## config.mk

```make
export PLATFORM = sky130hd
export DESIGN_NAME = load_store_unit
export DESIGN_NICKNAME = d
export VERILOG_FILES = /design/src/rtl/lsu_pkg.sv /design/src/rtl/lsu_lane.sv /design/src/rtl/load_store_unit.sv
export SDC_FILE = /design/constraint.sdc
export NUM_CORES = 1
export LEC_CHECK = 0
export BUFFER_PORTS_ARGS = -buffer_cell sky130_fd_sc_hd__buf_2
export CAP_MARGIN = 10
export CORE_MARGIN = 3
export CORE_UTILIZATION = 40
export CTS_BUF_LIST = sky130_fd_sc_hd__clkbuf_2 sky130_fd_sc_hd__clkbuf_4 sky130_fd_sc_hd__clkbuf_8
export DETAILED_ROUTE_END_ITERATION = 8
export MAX_ROUTING_LAYER = met4
export PLACE_DENSITY = 0.66
export SKIP_LAST_GASP = 1
export SYNTH_ARGS = -nofsm -noshare
export SYNTH_HDL_FRONTEND = slang
export SYNTH_SLANG_ARGS = --single-unit
```

## constraint.sdc

```tcl
create_clock -name clk -period 2.65 [get_ports clk]
set_input_delay 0.3975 -clock clk [delete_from_list [all_inputs] [get_ports clk]]
set_output_delay 0.3975 -clock clk [all_outputs]
set_load 0.01 [all_outputs]
```

## src/rtl/lsu_pkg.sv

```systemverilog
// rtl/lsu_pkg.sv - funct3 codes, FSM states and access legality check for the load/store unit
package lsu_pkg;

  localparam logic [2:0] F3_B  = 3'b000;
  localparam logic [2:0] F3_H  = 3'b001;
  localparam logic [2:0] F3_W  = 3'b010;
  localparam logic [2:0] F3_BU = 3'b100;
  localparam logic [2:0] F3_HU = 3'b101;

  typedef enum logic [2:0] {
    IDLE,
    LOAD,
    RMW_RD,
    WRITE,
    RESP,
    ERR
  } lsu_state_e;

  // High when the access is misaligned for its size, uses a reserved funct3,
  // or is a store with an unsigned-load encoding.
  function automatic logic lsu_bad_access(input logic we, input logic [2:0] f3,
                                          input logic [1:0] addr_lo);
    logic bad;
    case (f3)
      F3_B:    bad = 1'b0;
      F3_H:    bad = addr_lo[0];
      F3_W:    bad = |addr_lo;
      F3_BU:   bad = we;
      F3_HU:   bad = we | addr_lo[0];
      default: bad = 1'b1;
    endcase
    return bad;
  endfunction

endpackage

```

## src/rtl/lsu_lane.sv

```systemverilog
// rtl/lsu_lane.sv - byte/half lane extract-extend for loads and lane merge for sub-word stores
module lsu_lane
  import lsu_pkg::*;
#(
  parameter int WIDTH = 32
) (
  input  logic [WIDTH-1:0] word_i,
  input  logic [WIDTH-1:0] wdata_i,
  input  logic [1:0]       addr_lo_i,
  input  logic [2:0]       funct3_i,
  output logic [WIDTH-1:0] load_o,
  output logic [WIDTH-1:0] merged_o
);

  logic [7:0]  byte_sel;
  logic [15:0] half_sel;

  // Pick the addressed lane out of the memory word and extend it to a full result.
  always_comb begin
    byte_sel = word_i[7:0];
    case (addr_lo_i)
      2'd0: byte_sel = word_i[7:0];
      2'd1: byte_sel = word_i[15:8];
      2'd2: byte_sel = word_i[23:16];
      2'd3: byte_sel = word_i[31:24];
      default: byte_sel = word_i[7:0];
    endcase
    half_sel = addr_lo_i[1] ? word_i[31:16] : word_i[15:0];
    load_o   = word_i;
    case (funct3_i)
      F3_B:    load_o = {{(WIDTH-8){byte_sel[7]}}, byte_sel};
      F3_H:    load_o = {{(WIDTH-16){half_sel[15]}}, half_sel};
      F3_BU:   load_o = {{(WIDTH-8){1'b0}}, byte_sel};
      F3_HU:   load_o = {{(WIDTH-16){1'b0}}, half_sel};
      default: load_o = word_i;
    endcase
  end

  // Overlay the low store bytes onto the old word at the addressed lane.
  always_comb begin
    merged_o = word_i;
    case (funct3_i)
      F3_B: begin
        case (addr_lo_i)
          2'd0: merged_o[7:0]   = wdata_i[7:0];
          2'd1: merged_o[15:8]  = wdata_i[7:0];
          2'd2: merged_o[23:16] = wdata_i[7:0];
          2'd3: merged_o[31:24] = wdata_i[7:0];
          default: merged_o = word_i;
        endcase
      end
      F3_H: begin
        if (addr_lo_i[1]) merged_o[31:16] = wdata_i[15:0];
        else              merged_o[15:0]  = wdata_i[15:0];
      end
      default: merged_o = wdata_i;
    endcase
  end

endmodule

```

## src/rtl/load_store_unit.sv

```systemverilog
// rtl/load_store_unit.sv - MEM-stage load/store initiator with read-modify-write sub-word stores
module load_store_unit #(
  parameter int WIDTH    = 32,
  parameter int IDX_BITS = 10
) (
  input  logic             clk,
  input  logic             rst_n,
  input  logic             req_valid,
  output logic             req_ready,
  input  logic             req_we,
  input  logic [2:0]       req_funct3,
  input  logic [WIDTH-1:0] req_addr,
  input  logic [WIDTH-1:0] req_wdata,
  output logic             resp_valid,
  output logic [WIDTH-1:0] resp_rdata,
  output logic             resp_err,
  output logic             mem_read,
  output logic             mem_write,
  output logic [WIDTH-1:0] mem_address,
  output logic [WIDTH-1:0] mem_wdata,
  input  logic [WIDTH-1:0] mem_rdata
);
  import lsu_pkg::*;

  lsu_state_e           state_q, state_d;
  logic [IDX_BITS+1:0]  addr_q, addr_d;
  logic [2:0]           f3_q, f3_d;
  logic                 we_q, we_d;
  logic [WIDTH-1:0]     wdata_q, wdata_d;
  logic [WIDTH-1:0]     data_q, data_d;
  logic [WIDTH-1:0]     lane_load;
  logic [WIDTH-1:0]     lane_merged;

  // Upper address bits fall outside the memory and simply wrap.
  logic unused_addr_hi;
  assign unused_addr_hi = ^req_addr[WIDTH-1:IDX_BITS+2];

  lsu_lane #(.WIDTH(WIDTH)) u_lane (
    .word_i    (mem_rdata),
    .wdata_i   (wdata_q),
    .addr_lo_i (addr_q[1:0]),
    .funct3_i  (f3_q),
    .load_o    (lane_load),
    .merged_o  (lane_merged)
  );

  // State and captured request; reset drops the write strobe without a clock.
  always_ff @(posedge clk or negedge rst_n) begin
    if (!rst_n) begin
      state_q <= IDLE;
      addr_q  <= '0;
      f3_q    <= '0;
      we_q    <= 1'b0;
      wdata_q <= '0;
      data_q  <= '0;
    end else begin
      state_q <= state_d;
      addr_q  <= addr_d;
      f3_q    <= f3_d;
      we_q    <= we_d;
      wdata_q <= wdata_d;
      data_q  <= data_d;
    end
  end

  // Next state: classify the request on accept, then walk the memory phases.
  always_comb begin
    state_d = state_q;
    addr_d  = addr_q;
    f3_d    = f3_q;
    we_d    = we_q;
    wdata_d = wdata_q;
    data_d  = data_q;
    case (state_q)
      IDLE: begin
        if (req_valid) begin
          addr_d  = req_addr[IDX_BITS+1:0];
          f3_d    = req_funct3;
          we_d    = req_we;
          wdata_d = req_wdata;
          data_d  = req_wdata;
          if (lsu_bad_access(req_we, req_funct3, req_addr[1:0])) state_d = ERR;
          else if (!req_we)                                     state_d = LOAD;
          else if (req_funct3 == F3_W)                          state_d = WRITE;
          else                                                  state_d = RMW_RD;
        end
      end
      LOAD: begin
        data_d  = lane_load;
        state_d = RESP;
      end
      RMW_RD: begin
        data_d  = lane_merged;
        state_d = WRITE;
      end
      WRITE:   state_d = RESP;
      RESP:    state_d = IDLE;
      ERR:     state_d = IDLE;
      default: state_d = IDLE;
    endcase
  end

  assign req_ready   = (state_q == IDLE);
  assign mem_read    = (state_q == LOAD) || (state_q == RMW_RD);
  assign mem_write   = (state_q == WRITE);
  assign mem_address = {{(WIDTH-IDX_BITS){1'b0}}, addr_q[IDX_BITS+1:2]};
  assign mem_wdata   = (state_q == WRITE) ? data_q : '0;
  assign resp_valid  = (state_q == RESP) || (state_q == ERR);
  assign resp_err    = (state_q == ERR);
  assign resp_rdata  = (state_q == RESP && !we_q) ? data_q : '0;

endmodule

```

Yosys cells after proc, flatten, opt, wreduce, memory -nomap -nowiden
Cells that the tools add are included.

operators by class
  add/sub/neg operators = 0
  bitwise gates (word level) = 1
  order comparisons = 0
  muxes and demuxes = 22
  multipliers = 0
  reduce and logical (&&, ||, !) cells = 13
  equal/unequal tests = 16
  div/mod/pow operators = 0
  shift operators = 0

operators with widths
  cell                                                             count
  32-bit one-hot mux with 4 select lines                           1
  32-bit two-way mux                                               3
  32-bit one-hot mux with 3 select lines                           1
  32-bit one-hot mux with 2 select lines                           1
  16-bit two-way mux                                               3
  8-bit two-way mux                                                4
  8-bit one-hot mux with 4 select lines                            1
  3-bit == test, second input constant                             6
  3-bit by 1-bit == test with 1-bit output, second input constant  3
  3-bit by 2-bit == test with 1-bit output, second input constant  3
  3-bit zero test                                                  3
  3-bit one-hot mux with 3 select lines                            1
  3-bit two-way mux                                                2
  1-bit one-hot mux with 5 select lines                            1
  2-bit == test, second input constant                             2
  2-bit AND reduction                                              2
  2-bit OR reduction                                               2
  1-bit two-way mux                                                3
  3-bit nonzero test                                               1
  2-bit by 1-bit == test with 1-bit output, second input constant  1
  2-bit zero test                                                  1
  1-bit logical OR                                                 2
  2-bit two-way mux                                                1
  2-bit != test, second input constant                             1
  other kinds (3)                                                  3

storage, ports and cells
  bits in latches = 0
  memories kept = 0
  memory bits (read-only) = 0
  register bits after elaboration = 83
  input port bits = 103
  output and inout bits = 101
  logic and storage cells = 58
  memory bits (writable) = 0

Logic depth before layout (Yosys ltp)
Gate-level depths: netlist of run 1.

  word-level depth = 7
  depth in mapped cells = 8
  gate-level depth less buffers = 5

By module
A second synthesis of run 1 with hierarchy kept.

unflattened totals
  cell total of the unflattened synthesis = 676
  area, all modules = 6017.0 um^2

modules (own cells, without submodules)
  module           seq. area each (um^2)  area each (um^2)  cells each  instances
  load_store_unit  2077.0                 4767.1            455         1
  lsu_lane         0.0                    1249.9            221         1

Worst setup path before layout of run 1
OpenSTA, ideal clock, no wires.

  kind = register to output
  start = register state_q[1]
  end = output resp_rdata[10]
  data arrival time = 1627 ps
  required time = 2253 ps
  path buffers = 3
  path slack = 625 ps
  stages on the path, launching flop included = 7
  path through = dfrtp_1 clkbuf_1 or2_1 clkbuf_1 nor3b_1 clkbuf_1 and2_1

between the ends
  cells in the longest elaborated chain, start to end = 3

ends and longest elaborated chain
  element                   line                    RTL
  start: declaration        load_store_unit.sv:25   lsu_state_e state_q, state_d;
  start signal: assignment  load_store_unit.sv:57   state_q <= state_d;
  3-bit == test             load_store_unit.sv:110  assign resp_rdata = (state_q == RESP && !we_q) ? data_q : '0;
  1-bit logical AND         load_store_unit.sv:110
  32-bit two-way mux        load_store_unit.sv:110
  end: declaration          load_store_unit.sv:15   output logic [WIDTH-1:0] resp_rdata,

Every way passes these cells.

Worst setup path after layout of run 1
  start = register state_q[1]
  end = output resp_rdata[31]

Same word-level chain as after synthesis.

==> results.py, run 1 <==
metrics = {
    "synthesis": {
        "synth_warnings": 0,
        "synth_enable_flop_cells": 0,
        "syn_area_per_cell_sq_um": 8.82,
        "syn-cell-area_sq_mm": 0.00598,
        "async_flop_share_pct": 100,
        "ys_seq_area_share_pct": 34.7,
        "ys.flop_type": "dfrtp_1",
        "ys_ff_latch": 83,
        "syn_inst": 678,
        "yosysUniqueCellTypes": 57,
    },
    "pwr": {
        "cell_internal_pwr_w": 0.00445,
        "share_comb_of_total_power_pct": 55.8,
        "clkPwrFrac_pct": 12.4,
        "p_per_area_mw_per_mm2": 1140,
        "p_leak_nw": 3.29,
        "p_switching_w": 0.00360,
        "irDropWorstVdd_v": 0.000513,
        "p_seq_share_pct": 31.8,
        "swShare_pct": 44.7,
    },
    "routing": {
        "ant_nets": 0,
        "wl_per_cell_um": 18.6,
        "drt_first_iter_violations": 471,
        "wl_um": 18700,
        "firstDrtPassIters": 5,
        "num_vias": 5640,
        "via_per_inst": 5.62,
        "drcViolationCount": 0,
    },
    "setup_path": {
        "critPathArrivalTime_ns": 2.03,
        "slowest_stage": "dfrtp_1",
        "cp_slowest_stage_delay_ns": 0.48,
        "cp-start-kind": "flop",
        "cp.required_ns": 2.25,
        "crit_fanout": 32,
        "critPathCaptureType": "primary output",
        "crit_chain": "or2_1 -> nor3b_2 -> buf_4 -> and2_1 -> buf_2",
        "path_class": "flop to primary output",
    },
    "sta": {
        "finClkSkew_ns": 0.0108,
        "rsz0062_at_grt": "false",
        "fin_crit_sh_pct": 91.5,
        "slew_violations": 0,
        "worst_slack_ns": 0.225,
        "setup_viol": 0,
        "maxClockFrequency_mhz": 412,
        "setup_tns_ns": 0,
        "tightest_slew_ns": 0.629,
        "period_needed_ns": 2.42,
        "relSlewSlack_pct": 58.1,
        "hold_viol": 0,
    },
    "global_routing": {
        "grt_pass1_vias": 5199,
        "grt_start_max_net_pins": 46,
        "antenna_found_initial": 1,
        "grt_usage_pct": 22.8,
        "gr-total-overflow": 0,
        "grt_pass1_wl_um": 28600,
    },
    "cts": {
        "post_cts_buffers": 0,
        "cts_inserted_buffers": 9,
        "htree_levels": 3,
        "tritoncts": "built",
        "clk_path_buf_depth": 2,
        "cts_resized": 0,
        "insertion_delay_ns": 0.36,
        "clkTransAtPathRegs_ns": 0.09,
        "cts.sinks": 83,
        "clockRootBuffer": "clkbuf_8",
        "cts_hold_buffers": 0,
    },
    "die": {
        "rows": 44,
        "die-area_sq_mm": 0.0164,
        "ios": 204,
        "die_y_um": 128,
        "dieWidth_um": 128,
        "coreArea_sq_mm": 0.0146,
        "start_util_pct": 41.0,
    },
    "layout": {
        "fin_cells": 1003,
        "fill_cells": 1438,
        "drive_above_1_share_pct": 34.4,
        "final_nets": 916,
        "syn_to_final_growth_pct": 18.0,
        "design_area_sq_mm": 0.00705,
        "final_util_pct": 48.3,
        "multiInputGateArea_sq_mm": 0.00344,
        "seq_area_sq_mm": 0.00208,
    },
    "placed_design": {
        "dpl.hpwl_um": 14100,
        "pre_cts_slack_ns": 0.460,
        "numPlacedInstances": 986,
        "place.port_buffers": 161,
        "gp_congestion": 0.971,
        "place_area_sq_mm": 0.00683,
    },
    "run_status": {
        "outcome": "finished clean",
    },
    "worst_hold_path": {
        "hold_class": "input pin to asynchronous set/reset pin",
    },
    "flow_run": {
        "max-cap-violations": 0,
    },
}
-- flip-flops by register name, summed over array words and instances, names as in the netlist --
name and count:
data_q 32, state_q 3, addr_q 12, f3_q 3
we_q 1, wdata_q 32
-- power groups by stage --
stage                     logic [W]  clock network (W)  registers, W
after floorplan             0.00354                  0       0.00223
after global placement      0.00440                  0       0.00255
after detailed placement    0.00445                  0       0.00257
after CTS                   0.00446            0.00101       0.00255
after global routing        0.00489            0.00107       0.00265
final                       0.00449           0.000998       0.00256
-- Yosys cell counts, types with 13 or more instances --
cell / number / area share (%)
nand3_1: 30 / 2.5
nand2_1: 35 / 2.2
clkbuf_1: 29 / 1.8
and2_1: 68 / 7.1
buf_2: 16 / 1.3
a21oi_1: 30 / 2.5
nor2_1: 66 / 4.1
mux2i_1: 19 / 3.2
nand2b_1: 13 / 1.4
buf_4: 37 / 4.6
o22ai_1: 21 / 2.2
mux2_2: 52 / 9.8
o21ai_0: 50 / 4.2
dfrtp_1: 83 / 35
-- cells by family (layout without fill, tap and decap cells) --
| logic type | after synthesis | after routing | share of synthesized area (%) |
|---|---|---|---|
| simple gates | 242 | 242 | 21.2 |
| compound gates | 180 | 180 | 20.6 |
| xor+xnor | 1 | 1 | 0.147 |
| buf+inv | 96 | 215 | 9.10 |
| mux | 75 | 75 | 14.1 |
| flops | 83 | 83 | 34.7 |
| other cells | 1 | 23 | 0.0627 |
-- critical path, delay by kind of cell, from the launching register on --
| kind | cells | cell delay, ns |
|---|---|---|
| AND/OR/NAND/NOR | 3 | 0.73 |
| flip-flops | 1 | 0.48 |
| buffers and inverters | 2 | 0.44 |
-- stage by stage --
step           total power [W]  hold slack, ns
2_1_floorplan          0.00577           0.102
3_3_place_gp           0.00695           0.460
3_5_place_dp           0.00702           0.463
4_1_cts                0.00802          0.0641
5_1_grt                0.00861          0.0898
6_report               0.00804          0.0446
-- layer usage --
| metal | track usage [%] | vias up | part of all wire [%] |
|---|---|---|---|
| met5 | - | - | 0 |
| met4 | 6.18 | 0 | 2.1 |
| met3 | 4.71 | 27 | 9.1 |
| met2 | 34.6 | 289 | 45 |
| met1 | 31.0 | 2689 | 43 |
| li1 | - | 2635 | - |
-- area by class of cell --
class | count | share of cell area (%)
sequential | 83 | 29.5
inverter | 10 | 0.532
antenna | 1 | 0.0355
multi-input combinational | 520 | 48.8
tap | 184 | 3.26
clock buffer | 13 | 2.45
clock inverter | 3 | 0.639
timing repair buffer | 189 | 14.8
-- worst paths after layout --
check | endpoint | start | slack, ns | cells past startpoint
worst min register to register | wdata_q[25]$_DFFE_PN0P_ | wdata_q[25]$_DFFE_PN0P_ | 0.51 | 1
max in group asynchronous | addr_q[1]$_DFFE_PN0P_ | rst_n | 1.97 | 2
worst max-delay path | resp_rdata[31] | state_q[1]$_DFFE_PN0P_ | 0.23 | 5
worst min-delay path | data_q[19]$_DFFE_PN0P_ | rst_n | 0.04 | 1
min in group clk | wdata_q[15]$_DFFE_PN0P_ | req_wdata[15] | 0.25 | 3
worst max register to register | data_q[18]$_DFFE_PN0P_ | f3_q[0]$_DFFE_PN0P_ | 0.41 | 5
-- cell usage in the layout, fill, tap and decap left out, types with 5 or more instances in the layout --
cell type and n:
o211ai_1 5, or3_1 6, nand2b_1 13, buf_2 160
nand3_1 30, and2_1 68, dfrtp_1 83, a221oi_1 12
o22ai_2 10, a31oi_1 11, nor2_1 65, o22ai_1 21
conb_1 22, a22oi_1 8, o22a_1 8, o21ai_0 50
clkbuf_8 12, a21oi_1 30, nand2_1 35, mux2i_1 19
inv_1 8, buf_4 27, mux2_2 52
No activity file was read; power rests on OpenSTA's default activity.
==> run 2, diff against run 1 <==
--- a/config.mk
+++ b/config.mk
@@ -8,11 +8,11 @@
 export BUFFER_PORTS_ARGS = -buffer_cell sky130_fd_sc_hd__buf_2
 export CAP_MARGIN = 10
 export CORE_MARGIN = 3
-export CORE_UTILIZATION = 40
+export CORE_UTILIZATION = 50
 export CTS_BUF_LIST = sky130_fd_sc_hd__clkbuf_2 sky130_fd_sc_hd__clkbuf_4 sky130_fd_sc_hd__clkbuf_8
 export DETAILED_ROUTE_END_ITERATION = 8
 export MAX_ROUTING_LAYER = met4
-export PLACE_DENSITY = 0.66
+export PLACE_DENSITY = 0.8
 export SKIP_LAST_GASP = 1
 export SYNTH_ARGS = -nofsm -noshare
 export SYNTH_HDL_FRONTEND = slang
==> results.py, run 2 (same netlist as run 1, synthesis figures left out) <==
metrics = {
    "routing": {
        "ant_nets": 0,
        "firstDrtPassIters": 5,
        "drt_first_iter_violations": 457,
        "wl_um": 17600,
        "drcViolationCount": 0,
        "via_per_inst": 5.88,
        "wl_per_cell_um": 18.4,
        "num_vias": 5644,
    },
    "pwr": {
        "cell_internal_pwr_w": 0.00450,
        "p_seq_share_pct": 31.8,
        "p_leak_nw": 3.29,
        "irDropWorstVdd_v": 0.000631,
        "clkPwrFrac_pct": 13.3,
        "p_switching_w": 0.00359,
        "swShare_pct": 44.4,
        "share_comb_of_total_power_pct": 54.9,
        "p_per_area_mw_per_mm2": 1150,
    },
    "global_routing": {
        "antenna_found_initial": 0,
        "gr-total-overflow": 0,
        "grt_pass1_wl_um": 27300,
        "grt_usage_pct": 27.2,
        "grt_pass1_vias": 5228,
        "grt_start_max_net_pins": 44,
    },
    "sta": {
        "rsz0062_at_grt": "false",
        "relSlewSlack_pct": 59.4,
        "hold_viol": 0,
        "maxClockFrequency_mhz": 401,
        "tightest_slew_ns": 0.609,
        "slew_violations": 0,
        "finClkSkew_ns": 0.00741,
        "setup_viol": 0,
        "fin_crit_sh_pct": 94.1,
        "period_needed_ns": 2.49,
        "setup_tns_ns": 0,
    },
    "placed_design": {
        "gp_congestion": 0.980,
        "numPlacedInstances": 944,
        "dpl.hpwl_um": 13200,
        "place.port_buffers": 161,
    },
    "setup_path": {
        "crit_fanout": 32,
        "cp.required_ns": 2.25,
        "cp-start-kind": "flop",
        "path_class": "flop to primary output",
        "critPathCaptureType": "primary output",
        "critPathArrivalTime_ns": 2.10,
    },
    "cts": {
        "htree_levels": 3,
        "cts.sinks": 83,
        "cts_hold_buffers": 0,
        "clk_path_buf_depth": 2,
        "cts_resized": 0,
        "clockRootBuffer": "clkbuf_8",
        "tritoncts": "built",
        "clkTransAtPathRegs_ns": 0.09,
        "insertion_delay_ns": 0.36,
        "post_cts_buffers": 0,
        "cts_inserted_buffers": 9,
    },
    "flow_run": {
        "max-cap-violations": 0,
    },
    "die": {
        "coreArea_sq_mm": 0.0116,
        "die_y_um": 115,
        "start_util_pct": 51.7,
        "ios": 204,
        "rows": 39,
        "dieWidth_um": 115,
        "die-area_sq_mm": 0.0133,
    },
    "layout": {
        "diodes": 0,
        "syn_to_final_growth_pct": 17.2,
        "fin_cells": 960,
        "final_nets": 915,
        "drive_above_1_share_pct": 34.1,
        "fill_cells": 1056,
        "most-common-layout-cells": "buf_2, dfrtp_1, and2_1",
        "layout_commonest_cell": "buf_2",
        "top_regs": "data_q: 32 flops, wdata_q: 32 flops, addr_q: 12 flops",
    },
    "worst_hold_path": {
        "hold_class": "input pin to asynchronous set/reset pin",
    },
    "run_status": {
        "outcome": "finished clean",
    },
}
run 2: worst max-delay path, cell delays in order (launching register included):
cell,delay [ns]
dfrtp_1,0.53
or2_1,0.39
nor3b_2,0.18
buf_4,0.30
and2_1,0.18
buf_2,0.12
run 2: metal layers:
metal / track usage [%] / up-vias / routed length (um)
li1: - / 2627 / -
met4: 11.0 / 0 / 580
met1: 37.4 / 2644 / 7560
met2: 40.4 / 331 / 7840
met3: 4.32 / 42 / 1660
met5: - / - / 0
run 2: final cells by class:
class / count / area, sq um / area share, %
clock inverters: 5 / 83.8 / 1.20
clock buffers: 11 / 151 / 2.16
multi-input cells: 520 / 3440 / 49.1
well taps: 143 / 179 / 2.55
repair buffers: 188 / 1040 / 14.8
flip-flops and latches: 83 / 2080 / 29.6
inverters: 10 / 37.5 / 0.536
run 2: path summary, 6_finish.rpt:
path / from / endpoint / slack (ns) / cells past startpoint
max in group asynchronous: rst_n / data_q[5]$_DFFE_PN0P_ / 2.02 / 2
max: state_q[0]$_DFFE_PN0P_ / resp_rdata[23] / 0.16 / 5
max reg2reg: addr_q[1]$_DFFE_PN0P_ / data_q[17]$_DFFE_PN0P_ / 0.58 / 5
min reg2reg: addr_q[11]$_DFFE_PN0P_ / addr_q[11]$_DFFE_PN0P_ / 0.51 / 1
min in group clk: req_addr[6] / addr_q[6]$_DFFE_PN0P_ / 0.26 / 2
min: rst_n / wdata_q[26]$_DFFE_PN0P_ / 0.01 / 1
run 2: stage by stage:
stage                     worst slack [ns]  area, sq um  hold slack, ns  utilization [%]  total power, W
after detailed placement             0.535         6770           0.432             58.5         0.00696
final                                0.156         7010          0.0132             60.6         0.00809
after CTS                            0.131         7010          0.0266             60.6         0.00804
after floorplan                      0.625         6060           0.102                -         0.00577
after global placement               0.566         6770           0.427             58.5         0.00686
after global routing                0.0115         7010          0.0506             60.6         0.00865
run 2: power groups by stage:
stage	clock network [W]	logic (W)	registers [W]
finish	0.00108	0.00444	0.00257
global route	0.00114	0.00485	0.00266
CTS	0.00109	0.00440	0.00256
detailed placement	0	0.00438	0.00258
global placement	0	0.00431	0.00255
floorplan	0	0.00354	0.00223
==> run 3, diff against run 2 <==
--- a/config.mk
+++ b/config.mk
@@ -16,4 +16,5 @@
 export SKIP_LAST_GASP = 1
 export SYNTH_ARGS = -nofsm -noshare
 export SYNTH_HDL_FRONTEND = slang
+export SYNTH_HIERARCHICAL = 1
 export SYNTH_SLANG_ARGS = --single-unit
==> results.py, run 3 <==
metrics = {
    "synthesis": {
        "synth_warnings": 6,
        "ys_seq_area_share_pct": 34.5,
        "synth_area_leaders": "dfrtp_1, mux2_2, and2_1, nand2_1, a32o_1",
        "yosysUniqueCellTypes": 49,
        "syn_inst": 676,
        "syn_area_per_cell_sq_um": 8.90,
        "netlist.area_leader.share_pct": 34.5,
        "async_flop_share_pct": 100,
        "synth_area_leader_cell": "dfrtp_1",
        "synth_common_cells": "nand2_1, dfrtp_1, and2_1, mux2_2, inv_1",
        "synth.most_common_cell": "nand2_1",
        "synth_enable_flop_cells": 0,
        "ys.flop_type": "dfrtp_1",
        "ys_ff_latch": 83,
        "syn-cell-area_sq_mm": 0.00602,
    },
    "worst_hold_path": {
        "min_to": "addr_q[4]$_DFFE_PN0P_",
        "hold_class": "input pin to flop",
        "min_from": "req_addr[4]",
        "min_delay_path_depth": 2,
    },
    "layout": {
        "final_util_pct": 60.7,
        "fill_cells": 1056,
        "final_nets": 913,
        "syn_to_final_growth_pct": 17.1,
        "layout_commonest_cell": "buf_2",
        "drive_above_1_share_pct": 34.0,
        "multiInputGateArea_sq_mm": 0.00332,
        "top_regs": "data_q: 32 flops, wdata_q: 32 flops, addr_q: 12 flops",
        "seq_area_sq_mm": 0.00208,
        "most-common-layout-cells": "buf_2, nand2_1, dfrtp_1",
    },
    "setup_path": {
        "rr_worst_depth": 6,
        "crit_fanout": 20,
        "path_class": "flop to primary output",
        "crit_buf_inv": 4,
        "rr_startpoint": "f3_q[2]$_DFFE_PN0P_",
        "crit_chain": "buf_4 -> clkinv_1 -> nor3_4 -> buf_4 -> and2_1 -> buf_2",
        "crit_family": "buffers and inverters",
        "cp-start-kind": "flop",
        "slowest_stage": "dfrtp_2",
        "rr_endpoint": "data_q[9]$_DFFE_PN0P_",
        "cpMostUsedCell": "buf_4",
        "critPathCaptureType": "primary output",
        "rrSetupSlack_ns": 0.42,
        "critPathArrivalTime_ns": 2.02,
        "cp_slowest_stage_delay_ns": 0.50,
        "cp.required_ns": 2.25,
    },
    "routing": {
        "via_per_inst": 5.95,
        "num_vias": 5703,
        "wl_um": 18300,
        "wl_per_cell_um": 19.1,
        "drcViolationCount": 0,
        "firstDrtPassIters": 8,
        "ant_nets": 0,
        "drt_first_iter_violations": 667,
    },
    "global_routing": {
        "grtUsageMet2_pct": 43.8,
        "grt_pass1_vias": 5380,
        "met1_usage_pct": 37.7,
        "grt_pass1_wl_um": 28600,
        "gr-total-overflow": 0,
        "top_usage_layer": "met2",
        "grt_usage_pct": 28.2,
        "grt_start_max_net_pins": 48,
        "antenna_found_initial": 1,
        "use_met3_pct": 5.59,
    },
    "sta": {
        "hold_viol": 0,
        "setup_viol": 0,
        "period_needed_ns": 2.41,
        "slew_violations": 0,
        "tightest_slew_ns": 0.858,
        "relSlewSlack_pct": 42.5,
        "fin_crit_sh_pct": 91.1,
        "maxClockFrequency_mhz": 414,
        "finClkSkew_ns": 0.00893,
        "rsz0062_at_grt": "false",
        "setup_tns_ns": 0,
    },
    "cts": {
        "cts_inserted_buffers": 9,
        "clk_path_buf_depth": 2,
        "clockRootBuffer": "clkbuf_8",
        "insertion_delay_ns": 0.37,
        "tritoncts": "built",
        "htree_levels": 3,
        "cts.sinks": 83,
        "clkTransAtPathRegs_ns": 0.09,
    },
    "placed_design": {
        "dpl.hpwl_um": 13600,
        "gp_congestion": 1.04,
        "place.port_buffers": 161,
    },
    "pwr": {
        "irDropWorstVdd_v": 0.000711,
        "p_per_area_mw_per_mm2": 1050,
        "p_leak_nw": 3.64,
    },
    "die": {
        "dieWidth_um": 116,
        "rows": 39,
        "coreArea_sq_mm": 0.0116,
        "ios": 204,
        "start_util_pct": 51.8,
        "die_y_um": 116,
        "die-area_sq_mm": 0.0134,
    },
    "run_status": {
        "outcome": "finished clean",
    },
    "flow_run": {
        "max-cap-violations": 0,
    },
}
run 3: routing by layer:
| layer | vias up | share of wire, % |
|---|---|---|
| li1 | 2629 | - |
| met1 | 2721 | 42 |
| met2 | 314 | 47 |
| met3 | 39 | 8.6 |
| met4 | 0 | 2.5 |
| met5 | - | 0 |
run 3: worst max-delay path by stage:
stage | slack, ns | to | from | cells past startpoint
after floorplan | 0.57 | data_q[15]$_DFFE_PN0P_ | f3_q[0]$_DFFE_PN0P_ | 8
after global placement | 0.49 | data_q[6]$_DFFE_PN0P_ | addr_q[0]$_DFFE_PN0P_ | 6
after detailed placement | 0.49 | data_q[6]$_DFFE_PN0P_ | addr_q[0]$_DFFE_PN0P_ | 6
after CTS | 0.09 | mem_wdata[10] | state_q[0]$_DFFE_PN0P_ | 6
after global routing | 0.11 | mem_wdata[3] | state_q[0]$_DFFE_PN0P_ | 6
final | 0.24 | mem_wdata[10] | state_q[0]$_DFFE_PN0P_ | 6
run 3: cell families (layout without fill, tap and decap cells):
group / count (synthesis) / count (layout) / share of synthesized area, %
and+or+nand+nor: 199 / 199 / 16.9
DFF: 83 / 83 / 34.5
xor gates and xnor gates: 1 / 1 / 0.146
other: 1 / 23 / 0.0623
AOI/OAI and AO/OA: 191 / 191 / 24.6
muxes: 63 / 63 / 11.7
buffers and inverters: 138 / 256 / 12.0
run 3: cell type report:
cell class,instances,area share [%]
diodes,1,0.0355
multi-input cells,476,47.2
inverters,48,2.56
repair buffers,192,15.3
well taps,143,2.54
flip-flops and latches,83,29.5
clock inverters,7,1.12
clock buffers,9,1.76
run 3: per-stage QoR:
step / area (sq um) / std cells / hold slack, ns / power [W] / worst slack, ns
4_1_cts: 7040 / 958 / 0.241 / 0.00734 / 0.0896
5_1_grt: 7050 / 959 / 0.241 / 0.00791 / 0.115
3_3_place_gp: 6830 / 941 / 0.400 / 0.00630 / 0.492
6_report: 7050 / 959 / 0.249 / 0.00738 / 0.237
2_1_floorplan: 6100 / 697 / 0.102 / 0.00525 / 0.572
3_5_place_dp: 6830 / 941 / 0.394 / 0.00638 / 0.493
run 3: power breakdown:
part           internal [W]  switching, W  total (W)
clock network      0.000442      0.000505   0.000947
registers           0.00189      0.000632    0.00252
logic               0.00180       0.00212    0.00392
total               0.00413       0.00325    0.00738
run 3: timing repair:
| action | 4_1_cts | 5_1_grt |
|---|---|---|
| endpoints found under the setup margin | 0 | 7 |
| buffers inserted | 0 | 0 |
| endpoints found under the hold margin | 7 | 0 |
| gates resized for setup | 0 | 1 |
| hold buffers | 1 | 0 |
